[config.mk]
export PLATFORM = sky130hd
export DESIGN_NAME = axil_reg_slice_param_flat
export DESIGN_NICKNAME = d
export VERILOG_FILES = /design/src/rtl/axil_reg_slice_param_pkg.sv /design/src/rtl/axil_reg_slice_param_if.sv /design/src/rtl/axil_reg_slice_param_chan_slice.sv /design/src/rtl/axil_reg_slice_param.sv /design/src/flat_wrapper.sv
export SDC_FILE = /design/constraint.sdc
export NUM_CORES = 1
export LEC_CHECK = 0
export BUFFER_PORTS_ARGS = -buffer_cell sky130_fd_sc_hd__buf_2
export CORE_MARGIN = 1.5
export CORE_UTILIZATION = 50
export CTS_BUF_LIST = sky130_fd_sc_hd__clkbuf_4 sky130_fd_sc_hd__clkbuf_8
export DETAILED_ROUTE_END_ITERATION = 7
export GPL_TIMING_DRIVEN = 0
export PLACE_DENSITY = 0.89
export SLEW_MARGIN = 15
export SYNTH_ARGS = -nofsm -noshare
export SYNTH_HDL_FRONTEND = slang
export SYNTH_HIERARCHICAL = 1
export SYNTH_SLANG_ARGS = --single-unit
[constraint.sdc]
create_clock -name clk -period 1.5 [get_ports clk]
set_input_delay 0.225 -clock clk [delete_from_list [all_inputs] [get_ports clk]]
set_output_delay 0.225 -clock clk [all_outputs]
set_load 0.05 [all_outputs]
[src/rtl/axil_reg_slice_param_pkg.sv]
// ============================================================
// axil_slice_pkg : slice modes, slice state encodings, AXI responses
// Rev 1.0
// ============================================================
`default_nettype none

package axil_slice_pkg;

  typedef enum logic [1:0] {
    SLC_BYPASS = 2'd0,
    SLC_LIGHT  = 2'd1,
    SLC_FULL   = 2'd2
  } slc_mode_e;

  typedef enum logic {
    LT_EMPTY = 1'b0,
    LT_FULL  = 1'b1
  } light_state_e;

  typedef enum logic [1:0] {
    FS_EMPTY = 2'd0,
    FS_ONE   = 2'd1,
    FS_TWO   = 2'd2
  } full_state_e;

  localparam logic [1:0] OKAY   = 2'b00;
  localparam logic [1:0] SLVERR = 2'b10;

endpackage

`default_nettype wire

[src/rtl/axil_reg_slice_param_if.sv]
// ============================================================
// axil_reg_slice_param_if : AXI4-Lite bus bundle with master/slave views
// Rev 1.0
// ============================================================
`default_nettype none

interface axil_reg_slice_param_if #(
  parameter int ADDR_W = 32,
  parameter int DATA_W = 32
);
  logic [ADDR_W-1:0]   awaddr;
  logic                awvalid;
  logic                awready;
  logic [DATA_W-1:0]   wdata;
  logic [DATA_W/8-1:0] wstrb;
  logic                wvalid;
  logic                wready;
  logic [1:0]          bresp;
  logic                bvalid;
  logic                bready;
  logic [ADDR_W-1:0]   araddr;
  logic                arvalid;
  logic                arready;
  logic [DATA_W-1:0]   rdata;
  logic [1:0]          rresp;
  logic                rvalid;
  logic                rready;

  modport master (
    output awaddr, awvalid, input awready,
    output wdata, wstrb, wvalid, input wready,
    input bresp, bvalid, output bready,
    output araddr, arvalid, input arready,
    input rdata, rresp, rvalid, output rready
  );

  modport slave (
    input awaddr, awvalid, output awready,
    input wdata, wstrb, wvalid, output wready,
    output bresp, bvalid, input bready,
    input araddr, arvalid, output arready,
    output rdata, rresp, rvalid, input rready
  );
endinterface

`default_nettype wire

[src/rtl/axil_reg_slice_param_chan_slice.sv]
// ============================================================
// axil_chan_slice : one valid/ready channel stage, bypass / light / full skid
// Rev 1.0
// ============================================================
`default_nettype none

module axil_chan_slice
  import axil_slice_pkg::*;
#(
  parameter int WIDTH = 32,
  parameter int MODE  = 2
) (
  input  logic             clk,
  input  logic             sync_rst_n,
  input  logic             in_valid,
  output logic             in_ready,
  input  logic [WIDTH-1:0] in_data,
  output logic             out_valid,
  input  logic             out_ready,
  output logic [WIDTH-1:0] out_data
);

  if (MODE == int'(SLC_BYPASS)) begin : g_bypass
    logic w_unused;
    assign w_unused  = &{1'b0, clk, sync_rst_n};
    assign out_valid = in_valid;
    assign in_ready  = out_ready;
    assign out_data  = in_data;
  end else if (MODE == int'(SLC_LIGHT)) begin : g_light
    light_state_e     r_state;
    logic             r_in_ready;
    logic [WIDTH-1:0] r_data;

    // ready is its own flop so it can be held low through reset
    always_ff @(posedge clk) begin
      if (!sync_rst_n) begin
        r_state    <= LT_EMPTY;
        r_in_ready <= 1'b0;
        r_data     <= '0;
      end else begin
        case (r_state)
          LT_EMPTY: begin
            if (in_valid && r_in_ready) begin
              r_state    <= LT_FULL;
              r_data     <= in_data;
              r_in_ready <= 1'b0;
            end else begin
              r_in_ready <= 1'b1;
            end
          end
          LT_FULL: begin
            if (out_ready) begin
              r_state    <= LT_EMPTY;
              r_in_ready <= 1'b1;
            end
          end
          default: begin
            r_state    <= LT_EMPTY;
            r_in_ready <= 1'b0;
          end
        endcase
      end
    end

    assign in_ready  = r_in_ready;
    assign out_valid = (r_state == LT_FULL);
    assign out_data  = r_data;
  end else begin : g_full
    full_state_e      r_state;
    logic             r_in_ready;
    logic             r_out_valid;
    logic [WIDTH-1:0] r_main;
    logic [WIDTH-1:0] r_skid;
    logic             w_in_hs;

    assign w_in_hs = in_valid && r_in_ready;

    // r_main always feeds the output; r_skid catches the beat accepted while stalled
    always_ff @(posedge clk) begin
      if (!sync_rst_n) begin
        r_state     <= FS_EMPTY;
        r_in_ready  <= 1'b0;
        r_out_valid <= 1'b0;
        r_main      <= '0;
        r_skid      <= '0;
      end else begin
        case (r_state)
          FS_EMPTY: begin
            r_in_ready <= 1'b1;
            if (w_in_hs) begin
              r_main      <= in_data;
              r_out_valid <= 1'b1;
              r_state     <= FS_ONE;
            end
          end
          FS_ONE: begin
            if (w_in_hs && !out_ready) begin
              r_skid     <= in_data;
              r_in_ready <= 1'b0;
              r_state    <= FS_TWO;
            end else if (w_in_hs) begin
              r_main <= in_data;
            end else if (out_ready) begin
              r_out_valid <= 1'b0;
              r_state     <= FS_EMPTY;
            end
          end
          FS_TWO: begin
            if (out_ready) begin
              r_main     <= r_skid;
              r_in_ready <= 1'b1;
              r_state    <= FS_ONE;
            end
          end
          default: begin
            r_in_ready  <= 1'b0;
            r_out_valid <= 1'b0;
            r_state     <= FS_EMPTY;
          end
        endcase
      end
    end

    assign in_ready  = r_in_ready;
    assign out_valid = r_out_valid;
    assign out_data  = r_main;
  end

endmodule

`default_nettype wire

[src/rtl/axil_reg_slice_param.sv]
// ============================================================
// axil_reg_slice_param : five independent AXI-Lite channel slices
// Optional handshake counters with AXIL_REG_SLICE_STATS_EN.  Rev 1.0
// ============================================================
`default_nettype none

module axil_reg_slice_param
  import axil_slice_pkg::*;
#(
  parameter int ADDR_W  = 32,
  parameter int DATA_W  = 32,
  parameter int AW_MODE = int'(SLC_FULL),
  parameter int W_MODE  = int'(SLC_FULL),
  parameter int B_MODE  = int'(SLC_LIGHT),
  parameter int AR_MODE = int'(SLC_FULL),
  parameter int R_MODE  = int'(SLC_FULL)
) (
  input  logic        clk,
  input  logic        sync_rst_n,
`ifdef AXIL_REG_SLICE_STATS_EN
  input  logic        stats_clr,
  output logic [31:0] wr_cnt,
  output logic [31:0] rd_cnt,
`endif
  axil_reg_slice_param_if.slave  s,
  axil_reg_slice_param_if.master m
);

  localparam int c_strb_w = DATA_W / 8;

  logic [DATA_W+c_strb_w-1:0] w_w_out;
  logic [DATA_W+1:0]          w_r_out;

  axil_chan_slice #(.WIDTH(ADDR_W), .MODE(AW_MODE)) u_aw (
    .clk(clk), .sync_rst_n(sync_rst_n),
    .in_valid(s.awvalid), .in_ready(s.awready), .in_data(s.awaddr),
    .out_valid(m.awvalid), .out_ready(m.awready), .out_data(m.awaddr)
  );

  axil_chan_slice #(.WIDTH(DATA_W + c_strb_w), .MODE(W_MODE)) u_w (
    .clk(clk), .sync_rst_n(sync_rst_n),
    .in_valid(s.wvalid), .in_ready(s.wready), .in_data({s.wdata, s.wstrb}),
    .out_valid(m.wvalid), .out_ready(m.wready), .out_data(w_w_out)
  );
  assign {m.wdata, m.wstrb} = w_w_out;

  // response channels run downstream to upstream
  axil_chan_slice #(.WIDTH(2), .MODE(B_MODE)) u_b (
    .clk(clk), .sync_rst_n(sync_rst_n),
    .in_valid(m.bvalid), .in_ready(m.bready), .in_data(m.bresp),
    .out_valid(s.bvalid), .out_ready(s.bready), .out_data(s.bresp)
  );

  axil_chan_slice #(.WIDTH(ADDR_W), .MODE(AR_MODE)) u_ar (
    .clk(clk), .sync_rst_n(sync_rst_n),
    .in_valid(s.arvalid), .in_ready(s.arready), .in_data(s.araddr),
    .out_valid(m.arvalid), .out_ready(m.arready), .out_data(m.araddr)
  );

  axil_chan_slice #(.WIDTH(DATA_W + 2), .MODE(R_MODE)) u_r (
    .clk(clk), .sync_rst_n(sync_rst_n),
    .in_valid(m.rvalid), .in_ready(m.rready), .in_data({m.rdata, m.rresp}),
    .out_valid(s.rvalid), .out_ready(s.rready), .out_data(w_r_out)
  );
  assign {s.rdata, s.rresp} = w_r_out;

`ifdef AXIL_REG_SLICE_STATS_EN
  logic [31:0] r_wr_cnt;
  logic [31:0] r_rd_cnt;

  // clear wins over a same-cycle increment; counters wrap naturally
  always_ff @(posedge clk) begin
    if (!sync_rst_n || stats_clr) begin
      r_wr_cnt <= '0;
      r_rd_cnt <= '0;
    end else begin
      if (s.bvalid && s.bready) r_wr_cnt <= r_wr_cnt + 32'd1;
      if (s.rvalid && s.rready) r_rd_cnt <= r_rd_cnt + 32'd1;
    end
  end

  assign wr_cnt = r_wr_cnt;
  assign rd_cnt = r_rd_cnt;
`endif

endmodule

`default_nettype wire

[src/flat_wrapper.sv]
// flat-port wrapper written by rule: the top's interface ports become plain ports
module axil_reg_slice_param_flat import axil_slice_pkg::*;
#(
  parameter int ADDR_W  = 32,
  parameter int DATA_W  = 32,
  parameter int AW_MODE = int'(SLC_FULL),
  parameter int W_MODE  = int'(SLC_FULL),
  parameter int B_MODE  = int'(SLC_LIGHT),
  parameter int AR_MODE = int'(SLC_FULL),
  parameter int R_MODE  = int'(SLC_FULL)
)
  (clk, sync_rst_n, s_awaddr, s_awvalid, s_awready, s_wdata, s_wstrb, s_wvalid, s_wready, s_bresp, s_bvalid, s_bready, s_araddr, s_arvalid, s_arready, s_rdata, s_rresp, s_rvalid, s_rready, m_awaddr, m_awvalid, m_awready, m_wdata, m_wstrb, m_wvalid, m_wready, m_bresp, m_bvalid, m_bready, m_araddr, m_arvalid, m_arready, m_rdata, m_rresp, m_rvalid, m_rready);
  axil_reg_slice_param_if #(.ADDR_W(ADDR_W), .DATA_W(DATA_W)) s_i ();
  axil_reg_slice_param_if #(.ADDR_W(ADDR_W), .DATA_W(DATA_W)) m_i ();
  input  logic clk;
  input  logic sync_rst_n;
  input wire logic [$bits(s_i.awaddr)-1:0] s_awaddr;
  input wire logic [$bits(s_i.awvalid)-1:0] s_awvalid;
  output wire logic [$bits(s_i.awready)-1:0] s_awready;
  input wire logic [$bits(s_i.wdata)-1:0] s_wdata;
  input wire logic [$bits(s_i.wstrb)-1:0] s_wstrb;
  input wire logic [$bits(s_i.wvalid)-1:0] s_wvalid;
  output wire logic [$bits(s_i.wready)-1:0] s_wready;
  output wire logic [$bits(s_i.bresp)-1:0] s_bresp;
  output wire logic [$bits(s_i.bvalid)-1:0] s_bvalid;
  input wire logic [$bits(s_i.bready)-1:0] s_bready;
  input wire logic [$bits(s_i.araddr)-1:0] s_araddr;
  input wire logic [$bits(s_i.arvalid)-1:0] s_arvalid;
  output wire logic [$bits(s_i.arready)-1:0] s_arready;
  output wire logic [$bits(s_i.rdata)-1:0] s_rdata;
  output wire logic [$bits(s_i.rresp)-1:0] s_rresp;
  output wire logic [$bits(s_i.rvalid)-1:0] s_rvalid;
  input wire logic [$bits(s_i.rready)-1:0] s_rready;
  output wire logic [$bits(m_i.awaddr)-1:0] m_awaddr;
  output wire logic [$bits(m_i.awvalid)-1:0] m_awvalid;
  input wire logic [$bits(m_i.awready)-1:0] m_awready;
  output wire logic [$bits(m_i.wdata)-1:0] m_wdata;
  output wire logic [$bits(m_i.wstrb)-1:0] m_wstrb;
  output wire logic [$bits(m_i.wvalid)-1:0] m_wvalid;
  input wire logic [$bits(m_i.wready)-1:0] m_wready;
  input wire logic [$bits(m_i.bresp)-1:0] m_bresp;
  input wire logic [$bits(m_i.bvalid)-1:0] m_bvalid;
  output wire logic [$bits(m_i.bready)-1:0] m_bready;
  output wire logic [$bits(m_i.araddr)-1:0] m_araddr;
  output wire logic [$bits(m_i.arvalid)-1:0] m_arvalid;
  input wire logic [$bits(m_i.arready)-1:0] m_arready;
  input wire logic [$bits(m_i.rdata)-1:0] m_rdata;
  input wire logic [$bits(m_i.rresp)-1:0] m_rresp;
  input wire logic [$bits(m_i.rvalid)-1:0] m_rvalid;
  output wire logic [$bits(m_i.rready)-1:0] m_rready;
  assign s_i.awaddr = s_awaddr;
  assign s_i.awvalid = s_awvalid;
  assign s_awready = s_i.awready;
  assign s_i.wdata = s_wdata;
  assign s_i.wstrb = s_wstrb;
  assign s_i.wvalid = s_wvalid;
  assign s_wready = s_i.wready;
  assign s_bresp = s_i.bresp;
  assign s_bvalid = s_i.bvalid;
  assign s_i.bready = s_bready;
  assign s_i.araddr = s_araddr;
  assign s_i.arvalid = s_arvalid;
  assign s_arready = s_i.arready;
  assign s_rdata = s_i.rdata;
  assign s_rresp = s_i.rresp;
  assign s_rvalid = s_i.rvalid;
  assign s_i.rready = s_rready;
  assign m_awaddr = m_i.awaddr;
  assign m_awvalid = m_i.awvalid;
  assign m_i.awready = m_awready;
  assign m_wdata = m_i.wdata;
  assign m_wstrb = m_i.wstrb;
  assign m_wvalid = m_i.wvalid;
  assign m_i.wready = m_wready;
  assign m_i.bresp = m_bresp;
  assign m_i.bvalid = m_bvalid;
  assign m_bready = m_i.bready;
  assign m_araddr = m_i.araddr;
  assign m_arvalid = m_i.arvalid;
  assign m_i.arready = m_arready;
  assign m_i.rdata = m_rdata;
  assign m_i.rresp = m_rresp;
  assign m_i.rvalid = m_rvalid;
  assign m_rready = m_i.rready;
  axil_reg_slice_param #(.ADDR_W(ADDR_W), .DATA_W(DATA_W), .AW_MODE(AW_MODE), .W_MODE(W_MODE), .B_MODE(B_MODE), .AR_MODE(AR_MODE), .R_MODE(R_MODE)) u_core (.clk(clk), .sync_rst_n(sync_rst_n), .s(s_i), .m(m_i));
endmodule
### Word level (Yosys, flattened, before mapping)

Cells that the tools add are included.

| cells by class | value |
|---|---|
| eq/ne operators | 41 |
| muxes and demuxes | 78 |
| bitwise logic cells | 5 |
| reductions and logical operators | 42 |

Operator list:

| kind | number |
|---|---|
| $mux 32 | 6 |
| $pmux 32 s3 | 2 |
| $mux 36 | 3 |
| $pmux 36 s3 | 1 |
| $mux 34 | 3 |
| $pmux 34 s3 | 1 |
| $ne 2x2->1 const B | 25 |
| $mux 2 | 20 |
| $mux 1 | 28 |
| $ne 3x3->1 const B | 8 |
| $pmux 1 s3 | 8 |
| $pmux 2 s3 | 4 |
| $reduce_and 5->1 | 4 |
| $reduce_and 2->1 | 9 |
| $reduce_and 4->1 | 4 |
| $reduce_and 3->1 | 4 |
| $reduce_bool 3->1 | 4 |
| $logic_and 1x1->1 | 9 |
| $eq 2x1->1 const B | 4 |
| $eq 2x2->1 const B | 4 |
| $logic_not 2->1 | 4 |
| $not 1->1 | 5 |
| $logic_not 1->1 | 4 |
| $pmux 1 s2 | 2 |

| storage, ports and cells | value |
|---|---|
| flip-flop bits (word level) | 288 |
| bits of input ports | 148 |
| output and inout bits | 146 |
| logic and storage cells | 189 |

### Depth between registers and ports, before layout

Gate-level depths: netlist (run 1).

| depth | value |
|---|---|
| depth after elaboration | 4 |
| mapped depth | 7 |

### Hierarchy

The synthesis (run 1) kept the hierarchy.

By module, submodules not included:

| module | instances | cells each | area each (µm²) | sequential area each (µm²) |
|---|---|---|---|---|
| axil_chan_slice (u_core.u_ar ...) | 2 | 307 | 2766.4 | 1361.3 |
| axil_chan_slice (u_core.u_w) | 1 | 343 | 3115.5 | 1521.5 |
| axil_chan_slice (u_core.u_r) | 1 | 327 | 2945.3 | 1441.4 |
| axil_chan_slice (u_core.u_b) | 1 | 14 | 158.9 | 80.1 |

### Worst setup path after synthesis (run 1)

OpenSTA, ideal clock, no wires.

| path | value |
|---|---|
| path kind | register -> register |
| start point | register u_core.u_w.g_full.r_in_ready (netlist: u_core/u_w/in_ready) |
| end point | register u_core.u_w.g_full.r_skid[0] |
| setup time | 0.116 ns |
| arrival time | 1.600 ns |
| data required time | 1.384 ns |
| setup slack | -0.216 ns |
| stages on the path, launching flop included | 7 |
| path buffers | 2 |
| period minus slack after synthesis | 1.716 ns |
| cells stage by stage | dfxtp_1 -> nand3b_4 -> or3_1 -> buf_4 -> buf_6 -> nand2_1 -> a21boi_1 |

| between the ends | value |
|---|---|
| longest elaborated chain between the ends | 3 |

Ends and longest elaborated chain:

| element | line | source |
|---|---|---|
| from (decl) | axil_reg_slice_param_chan_slice.sv:70 | `logic r_in_ready;` |
| from (signal assigned) | axil_reg_slice_param_chan_slice.sv:82 | `r_in_ready <= 1'b0;` |
| from (signal assigned) | axil_reg_slice_param_chan_slice.sv:89 | `r_in_ready <= 1'b1;` |
| from (signal assigned) | axil_reg_slice_param_chan_slice.sv:99 | `r_in_ready <= 1'b0;` |
| $logic_and 1x1->1 | axil_reg_slice_param_chan_slice.sv:76 | `assign w_in_hs = in_valid && r_in_ready;` |
| $logic_and 1x1->1 | axil_reg_slice_param_chan_slice.sv:97 | `if (w_in_hs && !out_ready) begin` |
| $reduce_and 2->1 (no source line) | - |  |
| to (signal assigned) | axil_reg_slice_param_chan_slice.sv:98 | `r_skid <= in_data;` |
| to (decl) | axil_reg_slice_param_chan_slice.sv:73 | `logic [WIDTH-1:0] r_skid;` |

No other way between the ends.
A chain may end at the register's enable or synchronous reset.

### Final worst setup path (run 1)

| path | value |
|---|---|
| start point | register u_core.u_ar.g_full.r_state[1] |
| end point | register u_core.u_ar.g_full.r_skid[3] |

| between the ends | value |
|---|---|
| longest elaborated chain between the ends | 2 |

Ends and longest elaborated chain:

| element | line | source |
|---|---|---|
| from (decl) | axil_reg_slice_param_chan_slice.sv:69 | `full_state_e r_state;` |
| from (signal assigned) | axil_reg_slice_param_chan_slice.sv:81 | `r_state <= FS_EMPTY;` |
| from (signal assigned) | axil_reg_slice_param_chan_slice.sv:93 | `r_state <= FS_ONE;` |
| from (signal assigned) | axil_reg_slice_param_chan_slice.sv:100 | `r_state <= FS_TWO;` |
| $eq 2x1->1 | axil_reg_slice_param_chan_slice.sv:87 | `case (r_state)` |
| $reduce_and 2->1 (no source line) | - |  |
| to (signal assigned) | axil_reg_slice_param_chan_slice.sv:98 |  |
| to (decl) | axil_reg_slice_param_chan_slice.sv:73 |  |

No other way between the ends.

==> reports/qor.csv, run 1 <==
metric,value,unit
outcome,finished with violations,
violations,setup timing,
cap_violations,0,
top_layer_used,met4,
cts-root-buf,clkbuf_8,
fill_cells,1357,
syn-cell-area,11800,um^2
wl_met2,21500,um
routed_wirelength,43600,um
seq_area,5800,um^2
ir_worst_vdd,0.000908,V
syn-num-nets,1446,
period_share,107,%
wl_per_cell,20.2,um
setup_viol,75,
gp_congestion,0.851,
overflow,0,
drive_above_1_share,32.7,%
holdPathStages,3,
grt_pass1_wl,62000,um
cts_buffers,46,
async_reset_ff_share,0,%
met1_length,15600,um
placementRows,55,
rsz0062_at_grt,true,
rrSetupSlack,-100,ps
path_max_fanout,8,
synthFlopType,dfxtp_1,
syn_area_per_cell,9.05,um^2
relSlewSlack,64.5,%
end_kind,flip-flop,
synth_edf_count,0,
yosysWarnings,6,
syn_inst,1298,
vias_per_cell,5.91,
final.setup.tns,-2860,ps
p_per_area,1110,nW/um^2
grt_antenna_before_repair,5,
die-area,24400,um^2
detail-route-antenna-nets,0,
cts.clk_slew.worst_paths,70,ps
hold_class,in -> reg,
worst-endpoint-required,1930,ps
startpoint_type,flip-flop,
maxSlewViolCount,0,
dp_hpwl,22500,um
critPathKind,reg -> reg,
final_common_cell,buf_2,
io-pin-count,294,
synth_cell_types,31,
fin_nets,1959,
finalWorstSetupSlack,-100,ps
dr_total_vias,12800,
grt_usage,31.5,%
first_pass_iters,7,
mostFrequentLayoutCells,"buf_2 (290), dfxtp_1 (274), nand2_1 (230), a21oi_1 (154), dlygate4sd3_1 (140)",
multi_input_comb_area,5830,um^2
fp.dieW,156,um
numPortBuffers,291,
cts_sinks,288,
dr_wl_met3,3690,um
ys_seq_elements,288,
coreArea,22800,um^2
max_freq,0.625,GHz
ff2ff_path_depth,6,
placed_area,13600,um^2
finalHoldViolations,0,
cts_tree,yes,
post-route-min-period,1600,ps
drt-initial-drc-count,1367,
h-tree-depth,2,
final_area,17100,um^2
insertion_delay,560,ps
ys_seq_area_share,49.1,%
p_leak,8.03,nW
syn_to_final_growth,45.3,%
drc_errors,0,
grt_pass1_vias,12500,
arrival,2030,ps
grt_start_max_net_pins,22,
die_y,156,um
finClkSkew,26.6,ps
tightest_slew,532,ps
start_util,51.4,%
clockBufferDepth,3,
## state kept, by name (all words and copies together) (netlist names), 2 cells and up
register                    cells
u_core/u_r/out_data            34
u_core/u_ar/g_full.r_skid      32
u_core/u_ar/g_full.r_state      2
u_core/u_w/g_full.r_state       2
u_core/u_w/g_full.r_skid       36
u_core/u_aw/out_data           32
u_core/u_w/out_data            36
u_core/u_r/g_full.r_skid       34
u_core/u_aw/g_full.r_skid      32
u_core/u_r/g_full.r_state       2
u_core/u_ar/out_data           32
u_core/u_aw/g_full.r_state      2
u_core/u_b/out_data             2
## cell usage after synthesis, types with 5 or more instances
| master | instances | share of area [%] |
|---|---|---|
| a21boi_0 | 15 | 0.96 |
| a21boi_1 | 120 | 7.7 |
| a21oi_1 | 154 | 6.6 |
| buf_2 | 39 | 1.7 |
| buf_4 | 6 | 0.38 |
| buf_6 | 12 | 1.1 |
| clkbuf_1 | 38 | 1.2 |
| dfxtp_1 | 288 | 49 |
| inv_1 | 8 | 0.26 |
| mux2i_1 | 136 | 12 |
| nand2_1 | 284 | 9.1 |
| nand3b_4 | 5 | 0.85 |
| o21a_1 | 12 | 0.77 |
| o21ai_0 | 134 | 5.7 |
## where the power goes
part	internal (mW)	total, mW	switching (mW)
registers	8.04	8.31	0.272
clock network	3.95	7.06	3.11
logic	1.19	3.58	2.39
## critical path, cell delays in order (launching register included)
cell,delay (ps)
dfxtp_4,370
nand3b_4,210
or3_1,420
buf_6,180
buf_8,150
nand2_2,70
a21boi_1,70
## per-layer routing
| layer | vias up | track usage (%) |
|---|---|---|
| met2 | 932 | 54.6 |
| met4 | 0 | 19.3 |
| li1 | 5524 | - |
| met3 | 272 | 7.64 |
| met5 | - | 0 |
| met1 | 6039 | 34.8 |
## through the flow
stage / worst slack, ps / cells / hold slack [ps] / util, % / power [mW]
5_1_grt: -119 / 2160 / 85.1 / 74.7 / 19.5
4_1_cts: -48.5 / 2130 / 29.4 / 70.9 / 18.6
3_3_place_gp: -346 / 1902 / 439 / 59.6 / 11.2
3_5_place_dp: -453 / 1902 / 444 / 59.6 / 11.3
2_1_floorplan: 2.24 / 1298 / 358 / - / 10.4
6_report: -100 / 2161 / 92.7 / 74.7 / 19.0
## cell families after synthesis
| group | share of synthesized area (%) |
|---|---|
| AO/OA/AOI/OAI | 22.9 |
| AND/OR/NAND/NOR | 11.4 |
| flip-flops | 49.1 |
| multiplexers | 11.6 |
| buffers and inverters | 5.05 |
## cell type report
type                    count  share of cell area [%]
clock buffers              74                    5.27
inverters                  12                   0.264
clock inverters             6                   0.337
diodes                      5                  0.0733
well taps                 313                    2.29
multi-input cells         898                    34.2
plain buffers              98                    4.43
flip-flops and latches    288                    33.9
repair buffers            467                    19.2
## final timing paths
path / startpoint / end
setup reg to reg: u_core/u_ar/g_full.r_state[1] / u_core/u_ar/g_full.r_skid[3]
hold reg to reg: u_core/u_w/g_full.r_skid[22] / u_core/u_w/g_full.r_skid[22]
hold / removal: s_rready / u_core/u_r/g_full.r_state[1]
setup / recovery: u_core/u_ar/g_full.r_state[1] / u_core/u_ar/g_full.r_skid[3]
## repair_timing
| action | in CTS | in global routing |
|---|---|---|
| hold buffers | 140 | 0 |
| setup endpoints to repair | 226 | 219 |
| pin swaps | 2 | 97 |
| buffers inserted | 9 | 20 |
| endpoints found under the hold margin | 232 | 0 |
| gates cloned | 1 | 6 |
| resized for setup | 49 | 204 |
Note: power is estimated with default switching activity, not from simulation.
==> run 2: changes to the inputs <==
--- a/config.mk
+++ b/config.mk
@@ -6,6 +6,7 @@
 export NUM_CORES = 1
 export LEC_CHECK = 0
 export BUFFER_PORTS_ARGS = -buffer_cell sky130_fd_sc_hd__buf_2
+export CORE_ASPECT_RATIO = 0.7
 export CORE_MARGIN = 1.5
 export CORE_UTILIZATION = 50
 export CTS_BUF_LIST = sky130_fd_sc_hd__clkbuf_4 sky130_fd_sc_hd__clkbuf_8
==> run 2 against run 1 <==
  * The run ends with DRC, setup timing left
  * First-iteration DRC count is 14% lower
  * Clock power rose by 5.9%
  * Non-clock buffer count shrank 10
  * Power grew 2.3%
  * Count of clock-buffer cells in the layout shrank 9
  * Global-route usage grew 1.1 points
  * Via count down 2.0%
  * Cell count down 0.69%
  * Register-to-register slack worse by 100 ps
  * Worst hold slack got worse by 39 ps
  * Critical endpoint is now u_core/u_ar/g_full.r_skid[14]
==> reports/qor.csv, run 2 (synthesis results as in run 1) <==
metric,value,unit,change
outcome,finished with violations,,unchanged
violations,"DRC, setup timing",,was setup timing
overflow,0,,unchanged
fp.dieW,186,um,was 156 um
p_per_area,1130,nW/um^2,was 1110 nW/um^2
drc_errors,1,,was 0
power.total,19.4,mW,was 19.0 mW
final.setup.tns,-2660,ps,was -2860 ps
mostFrequentLayoutCells,"buf_2 (293), dfxtp_1 (276), nand2_1 (224), a21oi_1 (154), dlygate4sd3_1 (140)",,"was buf_2 (290), dfxtp_1 (274), nand2_1 (230), a21oi_1 (154), dlygate4sd3_1 (140)"
clockBufferDepth,3,,unchanged
grt_pass1_wl,63800,um,was 62000 um
max_freq,0.588,GHz,was 0.625 GHz
top_usage_layer,met2,,unchanged
period_share,113,%,was 107%
cts_sinks,288,,unchanged
grt_usage,32.6,%,was 31.5%
dr_total_vias,12500,,was 12800
maxSlewViolCount,0,,unchanged
fin_nets,1949,,was 1959
finalHoldViolations,0,,unchanged
worst-endpoint-required,1960,ps,was 1930 ps
routed_wirelength,44600,um,was 43600 um
post-route-min-period,1700,ps,was 1600 ps
arrival,2160,ps,was 2030 ps
die-area,24400,um^2,about the same
r2r-end,u_core/u_ar/g_full.r_skid[14],,was u_core/u_ar/g_full.r_skid[3]
p_leak,8.05,nW,was 8.03 nW
cts_buffers,45,,was 46
fin_util,75.0,%,was 74.7%
grt_pass1_vias,12400,,was 12500
dp_hpwl,24300,um,was 22500 um
cp_num_buf_inv,1,,was 2
placementRows,46,,was 55
detail-route-antenna-nets,0,,unchanged
holdPathStages,3,,unchanged
setup_viol,76,,was 75
cts-root-buf,clkbuf_8,,unchanged
finClkSkew,17.7,ps,was 26.6 ps
ir_worst_vdd,0.000852,V,was 0.000908 V
first_pass_iters,8,,was 7
use_met3,8.12,%,was 7.64%
tightest_slew,592,ps,was 532 ps
rrSetupSlack,-200,ps,was -100 ps
relSlewSlack,60.5,%,was 64.5%
final_common_cell,buf_2,,unchanged
path_cells,"nand3b_4, nor3_4, buf_6, nand2_1, a21boi_4",,"was nand3b_4, or3_1, buf_6, buf_8, nand2_2, a21boi_1"
path_max_fanout,10,,was 8
io-pin-count,294,,unchanged
hold_class,in -> reg,,unchanged
numPortBuffers,291,,unchanged
cts_tree,yes,,unchanged
gp_congestion,0.879,,was 0.851
coreArea,22800,um^2,about the same
end_kind,flip-flop,,unchanged
syn_to_final_growth,45.8,%,was 45.3%
crit_family,simple AND/OR/NAND/NOR gates,,unchanged
critPathSlowestCell,nor3_4,,was or3_1
reg2reg_from,u_core/u_ar/g_full.r_state[1],,unchanged
grt_antenna_before_repair,1,,was 5
ff2ff_path_depth,5,,was 6
start_util,51.4,%,about the same
cpPeakStageDelay,370,ps,was 420 ps
cap_violations,0,,unchanged
finalWorstSetupSlack,-200,ps,was -100 ps
critPathKind,reg -> reg,,unchanged
rsz0062_at_grt,true,,unchanged
cts.clk_slew.worst_paths,70,ps,about the same
vias_per_cell,5.83,,was 5.91
grt_start_max_net_pins,22,,unchanged
insertion_delay,540,ps,was 560 ps
startpoint_type,flip-flop,,unchanged
wl_per_cell,20.8,um,was 20.2 um
whs_endpoint,u_core/u_b/in_ready,,was u_core/u_r/g_full.r_state[1]
drt-initial-drc-count,1178,,was 1367
drive_above_1_share,33.0,%,was 32.7%
die_y,131,um,was 156 um
h-tree-depth,2,,unchanged
met2_usage,52.3,%,was 54.6%
grtUsageMet1,39.2,%,was 34.8%
hp-start,s_bready,,was s_rready
hold_slack,54.1,ps,was 92.7 ps
-- run 2: changes by cell type in the layout (fill, tap and decap cells not counted), sizes merged --
cell    change
clkinv      +5
buf         -7
bufinv      +3
clkbuf     -12
diode       -4
o22ai       +1
-- run 2: power by group --
part / total, mW / switching [mW] / leakage [nW] / internal (mW)
clock: 7.48 / 3.19 / 0.536 / 4.29
sequential: 8.29 / 0.256 / 2.35 / 8.03
combinational: 3.62 / 2.43 / 5.16 / 1.19
-- run 2: what timing repair did --
| action | in CTS | in global routing |
|---|---|---|
| setup endpoints to repair | 220 | 214 |
| cloned | 4 | 6 |
| buffers inserted | 7 | 14 |
| pin swaps | 5 | 102 |
| hold endpoints to repair | 213 | 0 |
| hold buffers | 140 | 0 |
| gates resized for setup | 61 | 188 |
-- run 2: area by class of cell --
type / count / area (um^2)
well taps: 312 / 390
multi-input cells: 899 / 5910
fillers: 1385 / 5710
clock buffers: 65 / 838
repair buffers: 461 / 3220
diodes: 1 / 2.50
flip-flops and latches: 288 / 5800
inverters: 12 / 45.0
clock inverters: 14 / 176
plain buffers: 94 / 753
-- run 2: worst register-to-register path, stage by stage, from the launching register on --
cell and delay (ps):
dfxtp_4 360, nand3b_4 210, nor3_4 370, buf_6 220, nand2_1 190, a21boi_4 260
-- run 2: metrics by stage --
stage                     cells  cell area [um^2]  worst slack (ps)
after floorplan            1298             11800              2.24
after global placement     1901             13600              -380
after detailed placement   1901             13600              -443
after CTS                  2129             16300              7.85
after global routing       2146             17100              -293
final                      2146             17100              -200
-- run 2: worst max path at each step --
stage	startpoint	endpoint	slack, ps	cells past startpoint
2_1_floorplan	u_core/u_w/in_ready	u_core/u_w/g_full.r_skid[0]	2	6
3_3_place_gp	sync_rst_n	u_core/u_w/out_data[33]	-380	5
3_5_place_dp	sync_rst_n	u_core/u_w/out_data[34]	-440	5
4_1_cts	u_core/u_b/in_ready	m_bready	8	1
5_1_grt	u_core/u_ar/g_full.r_state[0]	u_core/u_ar/out_data[14]	-290	5
6_report	u_core/u_ar/g_full.r_state[1]	u_core/u_ar/g_full.r_skid[14]	-200	5
-- run 2: routing by layer --
| metal | part of all wire (%) | vias to the layer above |
|---|---|---|
| met5 | 0 | - |
| met4 | 6.3 | 0 |
| met3 | 9.3 | 273 |
| met2 | 47 | 873 |
| met1 | 38 | 5871 |
| li1 | - | 5501 |
